==> src/rtl/dma_done_arb_if.sv <==
// Bundle of producer write channels, done-queue read port and status readback
// for dma_done_arb. slave is the arbiter side, master is the producer/reader side.
interface dma_done_arb_if #(
  parameter int P_SLOT_TAG_WIDTH = 10,
  parameter int P_DATA_WIDTH     = P_SLOT_TAG_WIDTH + 15,
  parameter int P_NUM_CH         = 4,
  parameter int P_CNT_WIDTH      = 8
);
  logic [P_NUM_CH-1:0]              ch_done_wr_en;
  logic [P_NUM_CH*P_DATA_WIDTH-1:0] ch_done_wr_data;
  logic [P_NUM_CH-1:0]              ch_done_wr_rdy_n;
  logic                             dma_done_rd_en;
  logic [P_DATA_WIDTH-1:0]          dma_done_rd_data;
  logic                             dma_done_empty_n;
  logic                             dma_done_full_n;
  logic [P_NUM_CH*P_CNT_WIDTH-1:0]  ch_done_cnt;
  logic [P_NUM_CH-1:0]              ch_drop_err;

  modport slave (
    input  ch_done_wr_en, ch_done_wr_data, dma_done_rd_en,
    output ch_done_wr_rdy_n, dma_done_rd_data, dma_done_empty_n,
           dma_done_full_n, ch_done_cnt, ch_drop_err
  );

  modport master (
    output ch_done_wr_en, ch_done_wr_data, dma_done_rd_en,
    input  ch_done_wr_rdy_n, dma_done_rd_data, dma_done_empty_n,
           dma_done_full_n, ch_done_cnt, ch_drop_err
  );
endinterface

==> src/rtl/dma_done_arb.sv <==
// Round-robin merge of P_NUM_CH DMA-done channels into one FWFT done queue.
// Define DMA_DONE_ARB_CH0_PRIO_EN to give channel 0 strict priority over the rest.
module dma_done_arb #(
  parameter int P_SLOT_TAG_WIDTH = 10,
  parameter int P_DATA_WIDTH     = P_SLOT_TAG_WIDTH + 15,
  parameter int P_NUM_CH         = 4,
  parameter int P_FIFO_DEPTH     = 8,
  parameter int P_CNT_WIDTH      = 8
) (
  input  logic          pcie_user_clk,
  input  logic          pcie_user_rst,
  dma_done_arb_if.slave done_if
);
  localparam int AW = $clog2(P_FIFO_DEPTH);
  localparam int PW = $clog2(P_NUM_CH);
  localparam logic [AW:0] DEPTH = (AW+1)'(P_FIFO_DEPTH);
  localparam logic [PW:0] NCH   = (PW+1)'(P_NUM_CH);
  localparam logic [PW-1:0] LAST_CH = PW'(P_NUM_CH - 1);

  logic [P_NUM_CH-1:0]     hold_valid;
  logic [P_DATA_WIDTH-1:0] hold_data [P_NUM_CH];
  logic [P_NUM_CH-1:0]     drop_err;
  logic [P_CNT_WIDTH-1:0]  cnt [P_NUM_CH];
  logic [PW-1:0]           rr_ptr;

  logic [P_DATA_WIDTH-1:0] mem [P_FIFO_DEPTH];
  logic [AW:0]             wr_ptr;
  logic [AW:0]             rd_ptr;
  logic [AW:0]             count;
  logic                    room;
  logic                    pop;

  logic                    grant_vld;
  logic [PW-1:0]           grant_idx;
  logic [PW:0]             scan_sum;
  logic [PW-1:0]           scan_idx;

  assign count = wr_ptr - rd_ptr;
  assign room  = (count < DEPTH);
  assign pop   = done_if.dma_done_rd_en && (count != '0);

  // Room is judged on the pre-pop count, so a pop while full never frees a grant slot that cycle.
  always_comb begin
    grant_vld = 1'b0;
    grant_idx = '0;
    scan_sum  = '0;
    scan_idx  = '0;
    if (room) begin
`ifdef DMA_DONE_ARB_CH0_PRIO_EN
      if (hold_valid[0]) begin
        grant_vld = 1'b1;
        grant_idx = '0;
      end
`endif
      for (int unsigned i = 0; i < unsigned'(P_NUM_CH); i++) begin
        scan_sum = {1'b0, rr_ptr} + (PW+1)'(i);
        if (scan_sum >= NCH) scan_sum = scan_sum - NCH;
        scan_idx = scan_sum[PW-1:0];
`ifdef DMA_DONE_ARB_CH0_PRIO_EN
        if (!grant_vld && hold_valid[scan_idx] && (scan_idx != '0)) begin
`else
        if (!grant_vld && hold_valid[scan_idx]) begin
`endif
          grant_vld = 1'b1;
          grant_idx = scan_idx;
        end
      end
    end
  end

  always_ff @(posedge pcie_user_clk or posedge pcie_user_rst) begin
    if (pcie_user_rst) begin
      hold_valid <= '0;
      drop_err   <= '0;
      rr_ptr     <= '0;
      wr_ptr     <= '0;
      rd_ptr     <= '0;
      for (int unsigned k = 0; k < unsigned'(P_NUM_CH); k++) cnt[k] <= '0;
    end else begin
      for (int unsigned k = 0; k < unsigned'(P_NUM_CH); k++) begin
        if (grant_vld && (grant_idx == PW'(k))) begin
          hold_valid[k] <= 1'b0;
          cnt[k]        <= cnt[k] + 1'b1;
        end
        if (done_if.ch_done_wr_en[k]) begin
          if (hold_valid[k]) drop_err[k]   <= 1'b1;
          else               hold_valid[k] <= 1'b1;
        end
      end
      if (grant_vld) begin
        wr_ptr <= wr_ptr + 1'b1;
`ifdef DMA_DONE_ARB_CH0_PRIO_EN
        if (grant_idx != '0)
`endif
          rr_ptr <= (grant_idx == LAST_CH) ? '0 : grant_idx + 1'b1;
      end
      if (pop) rd_ptr <= rd_ptr + 1'b1;
    end
  end

  always_ff @(posedge pcie_user_clk) begin
    for (int unsigned k = 0; k < unsigned'(P_NUM_CH); k++) begin
      if (done_if.ch_done_wr_en[k] && !hold_valid[k])
        hold_data[k] <= done_if.ch_done_wr_data[k*P_DATA_WIDTH +: P_DATA_WIDTH];
    end
    if (grant_vld) mem[wr_ptr[AW-1:0]] <= hold_data[grant_idx];
  end

  always_comb begin
    done_if.ch_done_cnt = '0;
    for (int unsigned k = 0; k < unsigned'(P_NUM_CH); k++)
      done_if.ch_done_cnt[k*P_CNT_WIDTH +: P_CNT_WIDTH] = cnt[k];
  end

  assign done_if.ch_done_wr_rdy_n = hold_valid;
  assign done_if.ch_drop_err      = drop_err;
  assign done_if.dma_done_empty_n = (count != '0);
  assign done_if.dma_done_full_n  = room;
  assign done_if.dma_done_rd_data = (count != '0) ? mem[rd_ptr[AW-1:0]] : '0;
endmodule
==> src/flat_wrapper.sv <==
// flat-port wrapper written by rule: the top's interface ports become plain ports
module dma_done_arb_flat 
#(
  parameter int P_SLOT_TAG_WIDTH = 10,
  parameter int P_DATA_WIDTH     = P_SLOT_TAG_WIDTH + 15,
  parameter int P_NUM_CH         = 4,
  parameter int P_FIFO_DEPTH     = 8,
  parameter int P_CNT_WIDTH      = 8
)
  (pcie_user_clk, pcie_user_rst, done_if_ch_done_wr_en, done_if_ch_done_wr_data, done_if_dma_done_rd_en, done_if_ch_done_wr_rdy_n, done_if_dma_done_rd_data, done_if_dma_done_empty_n, done_if_dma_done_full_n, done_if_ch_done_cnt, done_if_ch_drop_err);
  dma_done_arb_if #(.P_SLOT_TAG_WIDTH(P_SLOT_TAG_WIDTH), .P_DATA_WIDTH(P_DATA_WIDTH), .P_NUM_CH(P_NUM_CH), .P_CNT_WIDTH(P_CNT_WIDTH)) done_if_i ();
  input  logic pcie_user_clk;
  input  logic pcie_user_rst;
  input wire logic [$bits(done_if_i.ch_done_wr_en)-1:0] done_if_ch_done_wr_en;
  input wire logic [$bits(done_if_i.ch_done_wr_data)-1:0] done_if_ch_done_wr_data;
  input wire logic [$bits(done_if_i.dma_done_rd_en)-1:0] done_if_dma_done_rd_en;
  output wire logic [$bits(done_if_i.ch_done_wr_rdy_n)-1:0] done_if_ch_done_wr_rdy_n;
  output wire logic [$bits(done_if_i.dma_done_rd_data)-1:0] done_if_dma_done_rd_data;
  output wire logic [$bits(done_if_i.dma_done_empty_n)-1:0] done_if_dma_done_empty_n;
  output wire logic [$bits(done_if_i.dma_done_full_n)-1:0] done_if_dma_done_full_n;
  output wire logic [$bits(done_if_i.ch_done_cnt)-1:0] done_if_ch_done_cnt;
  output wire logic [$bits(done_if_i.ch_drop_err)-1:0] done_if_ch_drop_err;
  assign done_if_i.ch_done_wr_en = done_if_ch_done_wr_en;
  assign done_if_i.ch_done_wr_data = done_if_ch_done_wr_data;
  assign done_if_i.dma_done_rd_en = done_if_dma_done_rd_en;
  assign done_if_ch_done_wr_rdy_n = done_if_i.ch_done_wr_rdy_n;
  assign done_if_dma_done_rd_data = done_if_i.dma_done_rd_data;
  assign done_if_dma_done_empty_n = done_if_i.dma_done_empty_n;
  assign done_if_dma_done_full_n = done_if_i.dma_done_full_n;
  assign done_if_ch_done_cnt = done_if_i.ch_done_cnt;
  assign done_if_ch_drop_err = done_if_i.ch_drop_err;
  dma_done_arb #(.P_SLOT_TAG_WIDTH(P_SLOT_TAG_WIDTH), .P_DATA_WIDTH(P_DATA_WIDTH), .P_NUM_CH(P_NUM_CH), .P_FIFO_DEPTH(P_FIFO_DEPTH), .P_CNT_WIDTH(P_CNT_WIDTH)) u_core (.pcie_user_clk(pcie_user_clk), .pcie_user_rst(pcie_user_rst), .done_if(done_if_i));
endmodule
==> config.mk <==
export PLATFORM = sky130hd
export DESIGN_NAME = dma_done_arb_flat
export DESIGN_NICKNAME = d
export VERILOG_FILES = /design/src/rtl/dma_done_arb_if.sv /design/src/rtl/dma_done_arb.sv /design/src/flat_wrapper.sv
export SDC_FILE = /design/constraint.sdc
export NUM_CORES = 1
export LEC_CHECK = 0
export BUFFER_PORTS_ARGS = -buffer_cell sky130_fd_sc_hd__buf_4
export CAP_MARGIN = 20
export CORE_ASPECT_RATIO = 1.4
export CORE_UTILIZATION = 52
export DETAILED_ROUTE_END_ITERATION = 10
export PLACE_DENSITY = 0.73
export RECOVER_POWER = 50
export SLEW_MARGIN = 20
export SYNTH_ARGS = -nofsm -noshare
export SYNTH_HDL_FRONTEND = slang
export SYNTH_SLANG_ARGS = --single-unit
==> constraint.sdc <==
create_clock -name pcie_user_clk -period 8.9 [get_ports pcie_user_clk]
set_input_delay 0.89 -clock pcie_user_clk [delete_from_list [all_inputs] [get_ports pcie_user_clk]]
set_output_delay 0.89 -clock pcie_user_clk [all_outputs]
set_load 0.05 [all_outputs]
### Yosys cells after proc, flatten, opt, wreduce, memory -nomap -nowiden

Memory sizes are Yosys's and may differ from the RTL's.
Index checks and enable logic that the tools add are counted.

* word-level logic and storage cells: 119
* bits in read-only memories: 0
* output and inout bits: 67
* RAM bits: 300
* latch bits: 0
* memories: 2
* flip-flop bits (word level): 50

* shifts and indexed selects: 0
* mux-type cells: 53
* multipliers: 0
* $add $sub $neg: 15
* magnitude comparators: 9
* equal/unequal tests: 3
* bitwise operators: 0
* divide/modulo/power cells: 0
* reductions and logical operators: 25

Memory list
* u_core.mem: words 8, width 25, rd ports 1, clocked after Yosys merged registers in 0, wr ports 1, line dma_done_arb.sv:26 `logic [P_DATA_WIDTH-1:0] mem [P_FIFO_DEPTH];`
* u_core.hold_data: words 4, width 25, rd ports 1, clocked after Yosys merged registers in 0, wr ports 4, line dma_done_arb.sv:21 `logic [P_DATA_WIDTH-1:0] hold_data [P_NUM_CH];`

Operators by type and width (number)
* $mux 1: 34
* $add 8x1->8 const B: 4
* $mux 2: 14
* $mux 25: 1
* $logic_and 1x1->1: 12
* $lt 2x3->1 const B: 4
* $ge 3x3->1 const B: 3
* $add 4x1->4 const B: 2
* $bmux 1 s2: 4
* $reduce_and 2->1: 4
* $sub 2x1->2 const B: 4
* $logic_not 1->1: 7
* $add 2x2->3 const B: 2
* $eq 2x2->1 const B: 2
* $lt 4x4->1 const B: 1
* $reduce_bool 4->1: 1
* $sub 4x4->4: 1
* $add 2x1->3 const B: 1
* $ge 2x3->1 const B: 1
* $add 2x1->2 const B: 1
* $eq 2x1->1 const B: 1
* $logic_not 2->1: 1

### Longest topological paths before layout

Gate-level depths: netlist of the first run.

* depth after elaboration: 24
* gate-level depth with buffers: 16
* depth with buffers taken out: 12

### Worst setup path after synthesis of the first run

No wires, ideal clock.

* path kind: register to register
* start point: register u_core.rd_ptr[2]
* end point: memory u_core.mem[2][0] (netlist bit), enable pin
* buffers on the path: 4
* arrival time: 4.969 ns
* library setup time: 0.480 ns
* period minus slack after synthesis: 5.449 ns
* stages on the path, launching flop included: 11
* slack: 3.451 ns
* path through: dfrtp_1 clkbuf_1 clkinv_1 clkbuf_1 ha_1 a21oi_1 and4b_4 nor2_4 buf_6 buf_4 nor4b_1

* word-level cells in the longest chain between the ends: 5

Ends and longest elaborated chain
* start: declaration: line dma_done_arb.sv:28 `logic [AW:0] rd_ptr;`
* start signal: assignment: line dma_done_arb.sv:97 `if (pop) rd_ptr <= rd_ptr + 1'b1;`
* $sub 4x4->4: line dma_done_arb.sv:38 `assign count = wr_ptr - rd_ptr;`
* $lt 4x4->1: line dma_done_arb.sv:39 `assign room = (count < DEPTH);`
* $mux 1: line dma_done_arb.sv:48 `if (room) begin`
* $mux 1: line dma_done_arb.sv:106 `if (grant_vld) mem[wr_ptr[AW-1:0]] <= hold_data[grant_idx];`
* $mux 1 (implied by the code): line dma_done_arb.sv:106
* end: declaration: line dma_done_arb.sv:26

No other way between the ends.

### Worst setup path in the final report of the first run

* start point: register u_core.rd_ptr[2]
* end point: output done_if_dma_done_rd_data[18]

* word-level cells in the longest chain between the ends: 3
* elaborated cells between the ends (all ways): 4

Ends and longest elaborated chain
* $sub 4x4->4: line dma_done_arb.sv:38
* $reduce_bool 4->1: line dma_done_arb.sv:119 `assign done_if.dma_done_rd_data = (count != '0) ? mem[rd_ptr[AW-1:0]] : '0;`
* $mux 25 (*): line dma_done_arb.sv:119
* end: declaration: line flat_wrapper.sv:18 `output wire logic [$bits(done_if_i.dma_done_rd_data)-1:0] done_if_dma_done_rd_data;`

Every way passes the cells marked *; elsewhere a longest branch is shown, timed or not.

==> flow_metrics.tcl, run 1 <==
set metrics [dict create \
    crit_arrival_ps 6290 \
    yosys_warnings 0 \
    drt-total-wl_mm 29.6 \
    max_freq_mhz 139 \
    post_cts_buffers 0 \
    syn_nets 948 \
    period_share 0.807 \
    final_common_cell "edfxtp_1" \
    hp-class "reg -> reg" \
    cts_sinks 350 \
    drc 0 \
    rsz0062_at_grt "no" \
    maxCapViolCount 10 \
    grt_usage 0.219 \
    final_antenna_net_count 0 \
    netlist_area_um2 14000 \
    dp_hpwl_mm 18.0 \
    io_pins 174 \
    synth_enable_flop_cells 300 \
    critPathCaptureType "output pin" \
    fin_nets 1122 \
    clockRootBuffer "clkbuf_16" \
    via_count 8047 \
    syn_inst 827 \
    path_clk_slew_ps 60 \
    viasPerCell 5.82 \
    cp-startpoint "u_core.rd_ptr[2]$_DFFE_PP0P_" \
    overflow 0 \
    drt_iter0_drc 646 \
    cts_tree "done" \
    h-tree-depth 1 \
    seqCellArea_um2 10300 \
    clockBufferDepth 3 \
    setup_viol 0 \
    synth-seq-area-share 0.730 \
    port_buffers 173 \
    dieArea_um2 27700 \
    gp_congestion 0.796 \
    violations "capacitance limit, slew limit" \
    syn_area_per_cell_um2 17.0 \
    report.final.slew_viol_count 305 \
    worstHoldStart "u_core.done_if.ch_drop_err[1]$_DFFE_PP0P_" \
    synth.area.top_cells "edfxtp_1 (64%), dfrtp_1 (8.9%), mux4_2 (8.0%)" \
    cts_resized 0 \
    antenna_found_initial 0 \
    setup-tns-final_ps 0 \
    rows 70 \
    multi_input_area_um2 3530 \
    start_util 0.533 \
    crit_type "reg -> out" \
    fill_cells 1934 \
    drt_first_pass_iters 6 \
    die_x_um 141 \
    grt_pass1_vias 8165 \
    ys.flop_type "edfxtp_1" \
    antenna_cells 0 \
    synth_top_area_share 0.641 \
    fin_crit_ps 7180 \
    finalHoldViolCount 0 \
    numCtsBuffers 30 \
    worst_slew_pin_slew_ps 2490 \
    cts_hold_buf 0 \
    ys_ff_latch 350 \
    synth_cell_type_count 50 \
    wl_per_cell_um 21.4 \
    grt_pass1_wl_mm 45.9 \
    crit_required_ps 8010 \
    r2r_start "u_core.rd_ptr[2]$_DFFE_PP0P_" \
    clkLatencyLatePin_ps 560 \
    worst_clock_skew_ps 21.5 \
    grt_max_degree 54 \
    final_cell_mix "edfxtp_1 (300), clkbuf_4 (90), clkbuf_1 (72)" \
    core_um2 26400 \
    yosysTopAreaCell "edfxtp_1" \
    cp-start-kind "flop" \
    crit_fanout 28 \
    status "finished with violations" \
    drive_gt1_frac 0.240 \
    ys_async_sr_fraction 0.143 \
    synthToLayoutAreaGrowth_pct 17.2 \
    slew_headroom -0.664 \
    die_y_um 196 \
]
[final cells by class]
type | count | area share
multi-input cells | 413 | 0.214
inverters | 13 | 0.00312
clock buffers | 43 | 0.0505
clock inverters | 10 | 0.00593
well taps | 360 | 0.0274
repair buffers | 193 | 0.0755
flip-flops and latches | 350 | 0.623
[stage by stage]
stage / worst slack [ps] / utilization / hold slack, ps / cell area [µm²] / std cells
2_1_floorplan: 3450 / - / 493 / 14000 / 827
3_3_place_gp: 2650 / 0.598 / 440 / 15800 / 1327
3_5_place_dp: 3130 / 0.598 / 448 / 15800 / 1327
4_1_cts: 2550 / 0.633 / 464 / 16700 / 1380
5_1_grt: 1280 / 0.625 / 477 / 16500 / 1382
6_report: 1720 / 0.625 / 457 / 16500 / 1382
[state kept, by name (all words and copies together) (netlist names)]
register,count
u_core.rr_ptr,2
u_core.done_if.ch_done_cnt,32
u_core.mem,200
u_core.rd_ptr,4
u_core.hold_data,100
u_core.done_if.ch_drop_err,4
u_core.done_if.ch_done_wr_rdy_n,4
u_core.wr_ptr,4
[Yosys cell counts (all sizes together), types with 3 or more instances]
library cell	instances
mux4	50
nor3	6
dfrtp	50
nand3b	3
mux2	5
a32oi	25
clkbuf	30
nor2	12
a21oi	29
nand2	65
a21o	9
nand4	7
nor2b	7
edfxtp	300
ha	13
xor2	13
o21ai	54
and3	8
nand3	40
a311oi	26
buf	21
nor4	4
xnor2	23
inv	11
[cell families after synthesis]
family                     share of synthesized area
and+or+nand+nor                               0.0591
adders and majority gates                     0.0130
xor gates and xnor gates                      0.0230
buffers and inverters                         0.0208
AOI/OAI and AO/OA                             0.0689
muxes                                         0.0849
DFF                                            0.730
[path summary, 6_finish.rpt]
path                                                              endpoint  slack (ps)  cells after the start
worst max-delay path                          done_if_dma_done_rd_data[18]        1720                      8
worst min-delay path             u_core.done_if.ch_drop_err[1]$_DFFE_PP0P_         460                      1
worst max register to register                 u_core.mem[2][20]$_DFFE_PP_        1720                      8
worst min register to register   u_core.done_if.ch_drop_err[1]$_DFFE_PP0P_         460                      1
max in group asynchronous                     u_core.rd_ptr[1]$_DFFE_PP0P_        6820                      2
min in group asynchronous       u_core.done_if.ch_done_cnt[28]$_DFFE_PP0P_         940                      2
[per-layer routing]
metal  track usage  part of all wire  vias up
li1              -                 -     3610
met1         0.302              0.40     4017
met2         0.368              0.50      358
met3        0.0253             0.065       62
met4        0.0713             0.028        0
met5             0                 0        -
[critical path, cell delays in order, from the launching register on]
cell and delay, ps:
dfrtp_1 1190, clkinv_1 1290, ha_1 710, a21oi_1 290, nand3_1 190, a21oi_1 200
clkbuf_1 1280, a21oi_1 260, buf_4 310
Power of run 1 is left out: the tool's default activity adds up to more than one toggle a clock period on the data nets, which glitch-free logic cannot reach.
==> inputs of run 2 (changes only) <==
==> constraint.sdc (replaced) <==
create_clock -name pcie_user_clk -period 7.5 [get_ports pcie_user_clk]
set_input_delay 0.75 -clock pcie_user_clk [delete_from_list [all_inputs] [get_ports pcie_user_clk]]
set_output_delay 0.75 -clock pcie_user_clk [all_outputs]
set_load 0.05 [all_outputs]
==> flow_metrics.tcl, run 2 (same netlist as run 1, synthesis figures left out) <==
set metrics [dict create \
    critPathBufInv 3 \
    min_to "u_core.hold_data[1][12]$_DFFE_PP_" \
    slew_headroom -0.538 \
    drive_gt1_frac 0.245 \
    report.final.slew_viol_count 279 \
    status "finished with violations" \
    holdWs_ps 375 \
    grt_usage 0.218 \
    drt_first_pass_iters 9 \
    drt_iter0_drc 633 \
    cpPeakStageDelay_ps 1350 \
    synthToLayoutAreaGrowth_pct 17.3 \
    worst_slack_ps 1620 \
    worst_clock_skew_ps 17.6 \
    port_buffers 173 \
    period_share 0.784 \
    viasPerCell 5.81 \
    top_usage_layer "met2" \
    critPathTopFamily "buffers and inverters" \
    met2_usage 0.356 \
    antenna_cells 0 \
    crit_required_ps 7650 \
    fin_nets 1124 \
    regToRegEndpoint "u_core.mem[0][21]$_DFFE_PP_" \
    crit_cells 8 \
    cts_resized 0 \
    cp-start-kind "flop" \
    clockBufferDepth 3 \
    die_y_um 196 \
    die_x_um 141 \
    clkLatencyLatePin_ps 560 \
    worstHoldPathCells 1 \
    finalHoldViolCount 0 \
    setup_viol 0 \
    largest_reg_flops 200 \
    grtUsageMet1 0.310 \
    final_cell_mix "edfxtp_1 (300), clkbuf_4 (90), nand2_1 (65), clkbuf_1 (65), mux4_2 (50)" \
    post-route-util 0.625 \
    dieArea_um2 27700 \
    via_count 8059 \
    final_antenna_net_count 0 \
    fill_cells 1971 \
    critPathCaptureType "flop" \
    grt_pass1_vias 7998 \
    post_cts_buffers 0 \
    fin_crit_ps 5880 \
    maxCapViolCount 9 \
    clockRootBuffer "clkbuf_16" \
    start_util 0.533 \
    final_common_cell "edfxtp_1" \
    grtUsageMet3 0.0343 \
    wl_per_cell_um 21.3 \
    worst_slew_pin_slew_ps 2300 \
    drc 0 \
    hp-class "in -> reg" \
    path_cells "clkinv_1, ha_1, nand3b_1, a211oi_1, nor2_4, clkbuf_1, nor4_1, clkbuf_1" \
    max_freq_mhz 170 \
    r2r_start "u_core.rd_ptr[2]$_DFFE_PP0P_" \
    rrSetupSlack_ps 1620 \
    crit_type "reg -> reg" \
    dp_slack_ps 3140 \
    rows 70 \
    path_clk_slew_ps 70 \
    gp_congestion 0.797 \
    io_pins 174 \
    antenna_found_initial 0 \
    crit_arrival_ps 6020 \
    grt_pass1_wl_mm 45.8 \
    overflow 0 \
    crit_fanout 38 \
    dp_hpwl_mm 18.3 \
    cts_tree "done" \
    cp_slowest_cell "clkbuf_1" \
    core_um2 26400 \
    violations "capacitance limit, slew limit" \
    rsz0062_at_grt "no" \
    cts_hold_buf 0 \
    h-tree-depth 1 \
    worstHoldStart "done_if_ch_done_wr_data[37]" \
    r2r_cells 8 \
    drt-total-wl_mm 29.5 \
    numCtsBuffers 31 \
    grt_max_degree 54 \
    setup-tns-final_ps 0 \
    cts_sinks 350 \
    cpMostUsedCell "clkbuf_1" \
]
-- run 2: cell type report --
cell class / count / area (µm²) / share of cell area
Sequential cell: 350 / 10300 / 0.623
Inverter: 13 / 51.3 / 0.00311
Timing Repair Buffer: 194 / 1220 / 0.0743
Tap cell: 360 / 450 / 0.0273
Multi-Input combinational cell: 413 / 3530 / 0.214
Clock inverter: 24 / 170 / 0.0103
Clock buffer: 34 / 787 / 0.0478
-- run 2: how the worst max path moves through the flow --
stage,startpoint,endpoint,slack (ps)
floorplan,u_core.rd_ptr[2]$_DFFE_PP0P_,u_core.mem[2][0]$_DFFE_PP_,2050
global placement,u_core.rd_ptr[2]$_DFFE_PP0P_,done_if_dma_done_full_n,2770
detailed placement,u_core.rd_ptr[2]$_DFFE_PP0P_,u_core.mem[4][8]$_DFFE_PP_,3140
CTS,u_core.rd_ptr[2]$_DFFE_PP0P_,done_if_dma_done_full_n,2540
global route,u_core.rd_ptr[2]$_DFFE_PP0P_,u_core.mem[0][3]$_DFFE_PP_,1280
finish,u_core.rd_ptr[2]$_DFFE_PP0P_,u_core.mem[0][21]$_DFFE_PP_,1620
-- run 2: worst reg2reg max path: stages, from the launching register on --
cell	delay, ps
dfrtp_1	1210
clkinv_1	290
ha_1	410
nand3b_1	150
a211oi_1	690
nor2_4	70
clkbuf_1	820
nor4_1	470
clkbuf_1	1350
-- run 2: layer usage --
layer / wire length [µm] / vias up
met3: 2190 / 42
met2: 14600 / 355
met4: 469 / 0
li1: - / 3622
met1: 12200 / 4040
met5: 0 / -
-- run 2: per-stage QoR --
step / area (µm²) / cells
finish: 16500 / 1388
global route: 16500 / 1388
CTS: 16700 / 1388
detailed placement: 15800 / 1330
global placement: 15800 / 1330
floorplan: 14000 / 827
Power of run 2 is left out for the same reason.
==> inputs of run 3 (changes only) <==
==> constraint.sdc (replaced) <==
create_clock -name pcie_user_clk -period 5.5 [get_ports pcie_user_clk]
set_input_delay 0.55 -clock pcie_user_clk [delete_from_list [all_inputs] [get_ports pcie_user_clk]]
set_output_delay 0.55 -clock pcie_user_clk [all_outputs]
set_load 0.05 [all_outputs]
==> flow_metrics.tcl, run 3 (same netlist as run 1, synthesis figures left out) <==
set metrics [dict create \
    drt_first_pass_iters 5 \
    regToRegEndpoint "u_core.mem[4][17]$_DFFE_PP_" \
    die_y_um 196 \
    crit_cells 8 \
    worst_slew_pin_slew_ps 2780 \
    setup-tns-final_ps 0 \
    post-route-util 0.623 \
    place_area_um2 15800 \
    fin_nets 1123 \
    final_common_cell "edfxtp_1" \
    final_cell_mix "edfxtp_1 (300), clkbuf_4 (91), clkbuf_1 (68)" \
    die_x_um 141 \
    cts_resized 0 \
    grt_pass1_wl_mm 47.2 \
    dp_hpwl_mm 18.9 \
    cp-start-kind "flop" \
    via_count 8156 \
    overflow 0 \
    stdcell_area_um2 16400 \
    slew_headroom -0.856 \
    dieArea_um2 27700 \
    grt_max_degree 54 \
    port_buffers 173 \
    critPathCaptureType "flop" \
    violations "capacitance limit, slew limit" \
    endpoint "u_core.mem[4][17]$_DFFE_PP_" \
    critPathTopFamily "buffers and inverters" \
    h-tree-depth 1 \
    antenna_found_initial 1 \
    gp_congestion 0.754 \
    crit_arrival_ps 4390 \
    rrSetupSlack_ps 1270 \
    fin_crit_ps 4230 \
    cp-startpoint "u_core.rd_ptr[2]$_DFFE_PP0P_" \
    cts_sinks 350 \
    io_pins 174 \
    period_share 0.769 \
    viasPerCell 5.88 \
    status "finished with violations" \
    hp-class "in -> reg" \
    drt_iter0_drc 722 \
    maxCapViolCount 8 \
    core_um2 26400 \
    final_antenna_net_count 0 \
    numCtsBuffers 30 \
    report.final.slew_viol_count 237 \
    cts_tree "done" \
    path_clk_slew_ps 60 \
    path_cells "clkinv_1, buf_4, ha_1, nand3b_1, a211oi_1, nor2_4, nor4b_1, clkbuf_1" \
    rsz0062_at_grt "no" \
    grt_usage 0.227 \
    rows 70 \
    crit_type "reg -> reg" \
    crit_required_ps 5650 \
    drt-total-wl_mm 30.8 \
    critPathBufInv 3 \
    start_util 0.533 \
    r2r_start "u_core.rd_ptr[2]$_DFFE_PP0P_" \
    cpPeakStageDelay_ps 1330 \
    wl_per_cell_um 22.2 \
    worst_clock_skew_ps 9.04 \
    largest_reg_flops 200 \
    clockBufferDepth 3 \
    crit_fanout 26 \
    fill_cells 1963 \
    multi_input_area_um2 3510 \
    synthToLayoutAreaGrowth_pct 16.9 \
    setup_viol 0 \
    cts_hold_buf 0 \
    cp_slowest_cell "clkbuf_1" \
    drive_gt1_frac 0.242 \
    max_freq_mhz 236 \
    finalHoldViolCount 0 \
    clkLatencyLatePin_ps 560 \
    post_cts_buffers 0 \
    seqCellArea_um2 10300 \
    grt_pass1_vias 8282 \
    drc 0 \
    clockRootBuffer "clkbuf_16" \
    r2r_cells 8 \
]
==> run 3: layout make-up <==
class,instances,share of cell area
inverter,13,0.00312
timing repair buffer,194,0.0779
clock buffer,41,0.0482
tap,360,0.0274
sequential,350,0.625
clock inverter,14,0.00442
antenna,2,0.000305
multi-input combinational,413,0.214
==> run 3: per-layer routing <==
layer  wire, µm  global-route usage  up-vias
met5          0                   0        -
met4        722              0.0696        0
met3       2430              0.0345       56
met2      14800               0.367      401
met1      12800               0.322     4076
li1           -                   -     3623
==> run 3: worst min path at each step <==
stage                                              start  slack, ps  cells past startpoint                                   endpoint
4_1_cts                      done_if_ch_done_wr_data[63]        140                      1          u_core.hold_data[2][13]$_DFFE_PP_
3_3_place_gp   u_core.done_if.ch_drop_err[1]$_DFFE_PP0P_        440                      1  u_core.done_if.ch_drop_err[1]$_DFFE_PP0P_
3_5_place_dp   u_core.done_if.ch_drop_err[1]$_DFFE_PP0P_        450                      1  u_core.done_if.ch_drop_err[1]$_DFFE_PP0P_
6_report                     done_if_ch_done_wr_data[43]        180                      1          u_core.hold_data[1][18]$_DFFE_PP_
5_1_grt                      done_if_ch_done_wr_data[63]        160                      1          u_core.hold_data[2][13]$_DFFE_PP_
2_1_floorplan               u_core.rd_ptr[3]$_DFFE_PP0P_        490                      1               u_core.rd_ptr[3]$_DFFE_PP0P_
==> run 3: worst register-to-register path, cell delays in order (launching register included) <==
cell      delay [ps]
dfrtp_1          350
clkinv_1          60
buf_4            250
ha_1             390
nand3b_1         150
a211oi_1         630
nor2_4           260
nor4b_1          400
clkbuf_1        1330
==> run 3: metrics by stage <==
stage	setup WS (ps)	instances	hold slack [ps]
CTS	1500	1384	142
finish	1270	1387	180
floorplan	50.9	827	493
global placement	1430	1328	442
global route	1040	1385	164
detailed placement	1580	1329	448
Power of run 3 is left out for the same reason.
